<file path="src/rtl/rf_wb_sched.sv">
// Register-file write-port scheduler with load scoreboard and reset-time zeroing sweep.
// Define RF_WB_PERF_EN to add saturating retry/stall performance counters.
module rf_wb_sched #(
    parameter int NREGS = 32,
    parameter int RW    = 5,
    parameter int XLEN  = 64
) (
    input  logic            clk,
    input  logic            reset,
    input  logic            alu_valid,
    input  logic [RW-1:0]   alu_rd,
    input  logic [XLEN-1:0] alu_data,
    input  logic            alu_long,
    output logic            alu_retry,
    input  logic            ld_issue_valid,
    input  logic [RW-1:0]   ld_issue_rd,
    output logic            ld_issue_retry,
    input  logic            dcache_ack_valid,
    input  logic [RW-1:0]   dcache_ack_rd,
    input  logic [XLEN-1:0] dcache_ack_data,
    input  logic            dec_valid,
    input  logic [RW-1:0]   dec_rs1,
    input  logic [RW-1:0]   dec_rs2,
    output logic            dec_stall,
    output logic            rf_we,
    output logic [RW-1:0]   rf_rd,
    output logic [XLEN-1:0] rf_dest,
    output logic            rf_dest_long,
    output logic            init_busy,
    output logic            ld_pending
`ifdef RF_WB_PERF_EN
    ,
    output logic [31:0]     perf_alu_retry_cnt,
    output logic [31:0]     perf_dec_stall_cnt
`endif
);

    typedef enum logic {
        S_INIT,
        S_RUN
    } state_t;

    state_t            state;
    state_t            state_next;
    logic [RW-1:0]     cnt;
    logic [RW-1:0]     cnt_next;
    logic [NREGS-1:0]  sb;
    logic [NREGS-1:0]  sb_next;
    logic              rf_we_next;
    logic [RW-1:0]     rf_rd_next;
    logic [XLEN-1:0]   rf_dest_next;
    logic              rf_long_next;
    logic              rf_from_ack;
    logic              rf_from_ack_next;
    logic              in_init;
    logic              alu_accept;
    logic              ld_accept;
    logic              hit1;
    logic              hit2;

    always_ff @(posedge clk or negedge reset) begin
        if (!reset) begin
            state        <= S_INIT;
            cnt          <= '0;
            sb           <= '0;
            rf_we        <= 1'b0;
            rf_rd        <= '0;
            rf_dest      <= '0;
            rf_dest_long <= 1'b0;
            rf_from_ack  <= 1'b0;
        end else begin
            state        <= state_next;
            cnt          <= cnt_next;
            sb           <= sb_next;
            rf_we        <= rf_we_next;
            rf_rd        <= rf_rd_next;
            rf_dest      <= rf_dest_next;
            rf_dest_long <= rf_long_next;
            rf_from_ack  <= rf_from_ack_next;
        end
    end

    always_comb begin
        state_next       = state;
        cnt_next         = cnt;
        sb_next          = sb;
        rf_we_next       = 1'b0;
        rf_rd_next       = rf_rd;
        rf_dest_next     = rf_dest;
        rf_long_next     = rf_dest_long;
        rf_from_ack_next = 1'b0;

        in_init        = (state == S_INIT);
        init_busy      = in_init;
        ld_pending     = |sb;
        alu_retry      = in_init | dcache_ack_valid | sb[alu_rd];
        ld_issue_retry = in_init | sb[ld_issue_rd];
        alu_accept     = alu_valid & ~alu_retry;
        ld_accept      = ld_issue_valid & ~ld_issue_retry;

        // A load value sitting in the output register is not yet readable from the regfile.
        hit1 = (dec_rs1 != '0) &&
               (sb[dec_rs1] || (rf_we && rf_from_ack && (rf_rd == dec_rs1)));
        hit2 = (dec_rs2 != '0) &&
               (sb[dec_rs2] || (rf_we && rf_from_ack && (rf_rd == dec_rs2)));
        dec_stall = in_init | (dec_valid & (hit1 | hit2));

        case (state)
            S_INIT: begin
                rf_we_next   = 1'b1;
                rf_rd_next   = cnt;
                rf_dest_next = '0;
                rf_long_next = 1'b1;
                cnt_next     = cnt + RW'(1);
                if (cnt == RW'(NREGS - 1)) begin
                    state_next = S_RUN;
                end
            end
            S_RUN: begin
                if (dcache_ack_valid) begin
                    rf_we_next             = (dcache_ack_rd != '0);
                    rf_rd_next             = dcache_ack_rd;
                    rf_dest_next           = dcache_ack_data;
                    rf_long_next           = 1'b1;
                    rf_from_ack_next       = 1'b1;
                    sb_next[dcache_ack_rd] = 1'b0;
                end else if (alu_accept) begin
                    rf_we_next   = (alu_rd != '0);
                    rf_rd_next   = alu_rd;
                    rf_dest_next = alu_data;
                    rf_long_next = alu_long;
                end
                if (ld_accept && (ld_issue_rd != '0)) begin
                    sb_next[ld_issue_rd] = 1'b1;
                end
            end
            default: begin
                state_next = S_INIT;
            end
        endcase

        sb_next[0] = 1'b0;
    end

`ifdef RF_WB_PERF_EN
    always_ff @(posedge clk or negedge reset) begin
        if (!reset) begin
            perf_alu_retry_cnt <= '0;
            perf_dec_stall_cnt <= '0;
        end else if (state == S_RUN) begin
            if (alu_valid && alu_retry && (perf_alu_retry_cnt != 32'hFFFF_FFFF)) begin
                perf_alu_retry_cnt <= perf_alu_retry_cnt + 32'd1;
            end
            if (dec_valid && dec_stall && (perf_dec_stall_cnt != 32'hFFFF_FFFF)) begin
                perf_dec_stall_cnt <= perf_dec_stall_cnt + 32'd1;
            end
        end
    end
`endif

endmodule
</file>
<file path="config.mk">
export PLATFORM = sky130hd
export DESIGN_NAME = rf_wb_sched
export DESIGN_NICKNAME = d
export VERILOG_FILES = /design/src/rtl/rf_wb_sched.sv
export SDC_FILE = /design/constraint.sdc
export NUM_CORES = 1
export LEC_CHECK = 0
export BUFFER_PORTS_ARGS = -buffer_cell sky130_fd_sc_hd__buf_2
export CAP_MARGIN = 20
export CORE_MARGIN = 8
export CORE_UTILIZATION = 35
export CTS_CLUSTER_DIAMETER = 120
export DETAILED_ROUTE_END_ITERATION = 8
export HOLD_SLACK_MARGIN = 0.15
export SYNTH_ARGS = -nofsm -noshare
export SYNTH_HDL_FRONTEND = slang
export SYNTH_SLANG_ARGS = --single-unit
</file>
<file path="constraint.sdc">
create_clock -name clk -period 5.15 [get_ports clk]
set_input_delay 0.7725 -clock clk [delete_from_list [all_inputs] [get_ports clk]]
set_output_delay 0.7725 -clock clk [all_outputs]
set_load 0.01 [all_outputs]
</file>
==> metrics.md <==
| Metric | Value |
|---|---|
| Commonest non-fill, non-tap cell in the layout | buf_2 |
| R2r startpoint | sb[16]$_DFFE_PN0P_ |
| CP Max Fanout | 24 |
| RR Endpoint | sb[9]$_DFFE_PN0P_ |
| Gr ovfl total | 0 |
| Switching power | 792.5 uW |
| Synth Area in XOR/XNOR | 0.01777 |
| Max rail drop VDD | 0.0001623 V |
| Power Density | 298.7 nW/um2 |
| Worst reg2reg setup slack | 1.98 ns |
| Gate power share | 0.245 |
| Post-Synth Simple-Gate Area | 0.2245 |
| Slew Limit Fails | 0 |
| # Max-Cap Violations | 0 |
| Total negative slack | 0 ns |
| Root Buffer Master | clkbuf_16 |
| # port buffers | 235 |
| Worst Setup SP | ld_issue_rd[0] |
| Delay-heaviest family, CP | simple AND/OR/NAND/NOR gates |
| Clock power frac | 0.304 |
| Post-DRT Antenna Nets | 0 |
| HP Class | in -> async |
| Avg Synthesized Cell Area | 9.116 um2 |
| Syn_nets | 865 |
| Pre-CTS setup slack | 1.250 ns |
| CTS tree | yes |
| Total GRT Usage | 0.2116 |
| End of the critical path | sb[9]$_DFFE_PN0P_ |
| Initial antenna violation count | 3 |
| Top routing layer in use | met5 |
| Row cnt | 49 |
| Final core utilization | 0.4478 |
| Seq/Total Area, Yosys | 0.4256 |
| FF-to-FF path depth | 6 |
| Chip Width | 151.3 um |
| Vias per inst | 5.762 |
| Share of layout cells above drive strength 1 | 0.3374 |
| Crit path cell chain | buf_2, mux4_2, a32oi_1, o221ai_1, or4_1, or3b_1, o21ai_2 |
| Stages on worst setup path | 7 |
| Num ports | 236 |
| Finish-stage setup viols | 0 |
| Kind of critical path | in -> reg |
| Mapped cell area | 6409 um2 |
| Critical Path RT | 5.44 ns |
| Tightest Pin Transition | 0.8762 ns |
| CTS resizes | 0 |
| Crit path launch type | input pin |
| Routed length on met2 | 11760 um |
| Critical path endpoint category | register |
| Largest net degree at the start of global routing | 80 |
| Post-CTS Setup Inserts | 0 |
| Vias in the first global route | 6675 |
| Internal | 1.610 mW |
| Hold Vio Cnt, Final | 0 |
| Commonest cells after routing, fill and taps aside | 234 x buf_2, 131 x nor3_1, 108 x dfrtp_1, 101 x o21ai_0, 77 x nor2_1 |
| Initial Util | 0.3568 |
| H-tree Lvls | 3 |
| Mapped Cells | 703 |
| Die ar. | 22900 um2 |
| Placed cell count | 1113 |
| Largest family of logic cells by synthesized area | simple AND/OR/NAND/NOR gates |
| Lkg Pwr | 3.575 nW |
| Buffers and inverters on the worst path | 1 |
| First-pass GRT wire length | 37520 um |
| Total number of vias | 6523 |
| Num CTS Buffers | 9 |
| Clk sinks | 109 |
| CORE AREA | 17960 um2 |
| Status | finished clean |
| Fmax | 0.2821 GHz |
| Area delta synth->final | 25.52% |
| Die extent in y | 151.3 um |
| Arr. time, crit path | 3.83 ns |
| Primary FF master, synth | dfrtp_1 |
| DRT iter0 DRCs | 538 |
| PnR Total Power | 2.403 mW |
| # DRC | 0 |
| Detailed placement HPWL | 17560 um |
| Post-Synth Adder-Cell Area | 0.003905 |
| Finished Layout Cells | 1132 |
| Crit-path slowest cell | or4_1 |
| Detailed Route WL | 24200 um |
| Sw Ratio | 0.3298 |
| CP peak stage delay | 0.92 ns |
| Clock slew at reported path FFs | 0.08 ns |
| Flops & latches, synth | 109 |
| Drt pass-1 iters | 5 |
| Synthesis Warnings | 0 |
| Skew-Pair Late Insertion Delay | 0.36 ns |
| Final period demand of the worst path | 3.545 ns |
| Final net count | 1058 |
| Mux cell area share after synthesis | 0.1222 |
| RSZ-0062 raised after global routing | no |
| Metal3 WL | 2056 um |
| Worst setup margin | 1.605 ns |
| Distinct cells, synth | 52 |
| Wire per inst | 21.38 um |
| DRT met1 WL | 9656 um |
| Maximum clock path buffer count | 2 |
| CTS Hold Bufs | 0 |
| Ratio of final minimum period to clock period | 0.6884 |
| Worst Skew | 0.01339 ns |
| Synth Area in Compound Gates | 0.1638 |
| GP Congestion | 0.9274 |
| EDFF count, synth | 0 |
| Relative slew slack | 0.4159 |
| Asr flop ratio synth | 1.000 |
| Sequential group share of total power | 0.451 |
==> flip-flops by register name, summed over array words and instances, names as in the netlist <==
signal,flops
rf_dest,64
cnt,5
sb,31
rf_from_ack,1
state,1
rf_rd,5
rf_we,1
rf_dest_long,1
==> power by group through the flow <==
stage	registers, mW	logic, mW	clock network [mW]
after floorplan	1.08	0.313	0
after global placement	1.09	0.584	0
after detailed placement	1.09	0.590	0
after CTS	1.08	0.591	0.748
after global routing	1.09	0.647	0.782
final	1.08	0.589	0.732
==> final cells by class <==
| type | count | area, um2 |
|---|---|---|
| antenna | 2 | 5.005 |
| clock buffer | 9 | 225.2 |
| clock inverter | 7 | 81.33 |
| fill | 1739 | 9920 |
| inverter | 6 | 22.52 |
| multi-input combinational | 527 | 3423 |
| sequential | 109 | 2729 |
| tap | 229 | 286.5 |
| timing repair buffer | 243 | 1271 |
==> Yosys cell counts (6+ instances only) <==
cell / n / share of area
nor2b_1: 7 / 0.0068
mux4_2: 21 / 0.074
o41ai_1: 7 / 0.0096
or3_1: 6 / 0.0059
clkbuf_1: 49 / 0.029
dfrtp_1: 109 / 0.43
nand3_1: 12 / 0.0094
nand3b_1: 8 / 0.0094
o21ai_0: 101 / 0.079
nor2_1: 77 / 0.045
buf_1: 7 / 0.0041
nor3_1: 131 / 0.10
o21ai_2: 7 / 0.0096
mux2_2: 8 / 0.014
o31ai_1: 18 / 0.021
xor2_1: 8 / 0.011
inv_1: 6 / 0.0035
nor4_1: 10 / 0.0098
mux2i_1: 22 / 0.034
a21oi_1: 10 / 0.0078
nand2_1: 17 / 0.010
==> layer usage <==
layer  up-vias  GRT usage
li1       3000          -
met1      3155     0.2573
met2       306     0.3458
met3        60    0.06274
met4         2    0.08313
met5         -          0
==> worst min path at each step <==
stage	startpoint	endpoint	slack (ns)	cells past startpoint
after detailed placement	rf_dest_long$_DFFE_PN0P_	rf_dest_long$_DFFE_PN0P_	0.48	2
after global placement	rf_dest_long$_DFFE_PN0P_	rf_dest_long$_DFFE_PN0P_	0.47	2
after floorplan	cnt[3]$_DFFE_PN0N_	cnt[3]$_DFFE_PN0N_	0.46	1
after global routing	reset	rf_dest[54]$_DFFE_PN0P_	0.25	1
final	reset	rf_dest[54]$_DFFE_PN0P_	0.25	1
after CTS	rf_dest_long$_DFFE_PN0P_	rf_dest_long$_DFFE_PN0P_	0.50	2
==> cell families (layout without fill, tap and decap cells) <==
| kind of cell | after synthesis | count (layout) |
|---|---|---|
| and+or+nand+nor | 291 | 291 |
| AOI/OAI and AO/OA | 170 | 170 |
| DFF | 109 | 109 |
| buffers and inverters | 67 | 265 |
| muxes | 51 | 51 |
| xor gates and xnor gates | 13 | 13 |
| adders and majority gates | 2 | 2 |
| other | 0 | 2 |
==> per-stage QoR <==
step	area [um2]	hold WS, ns
after floorplan	6409	0.4603
after global placement	7705	0.4707
after detailed placement	7705	0.4760
after CTS	8011	0.4951
after global routing	8044	0.2498
final	8044	0.2529
Power figures use the tool's default switching activity.
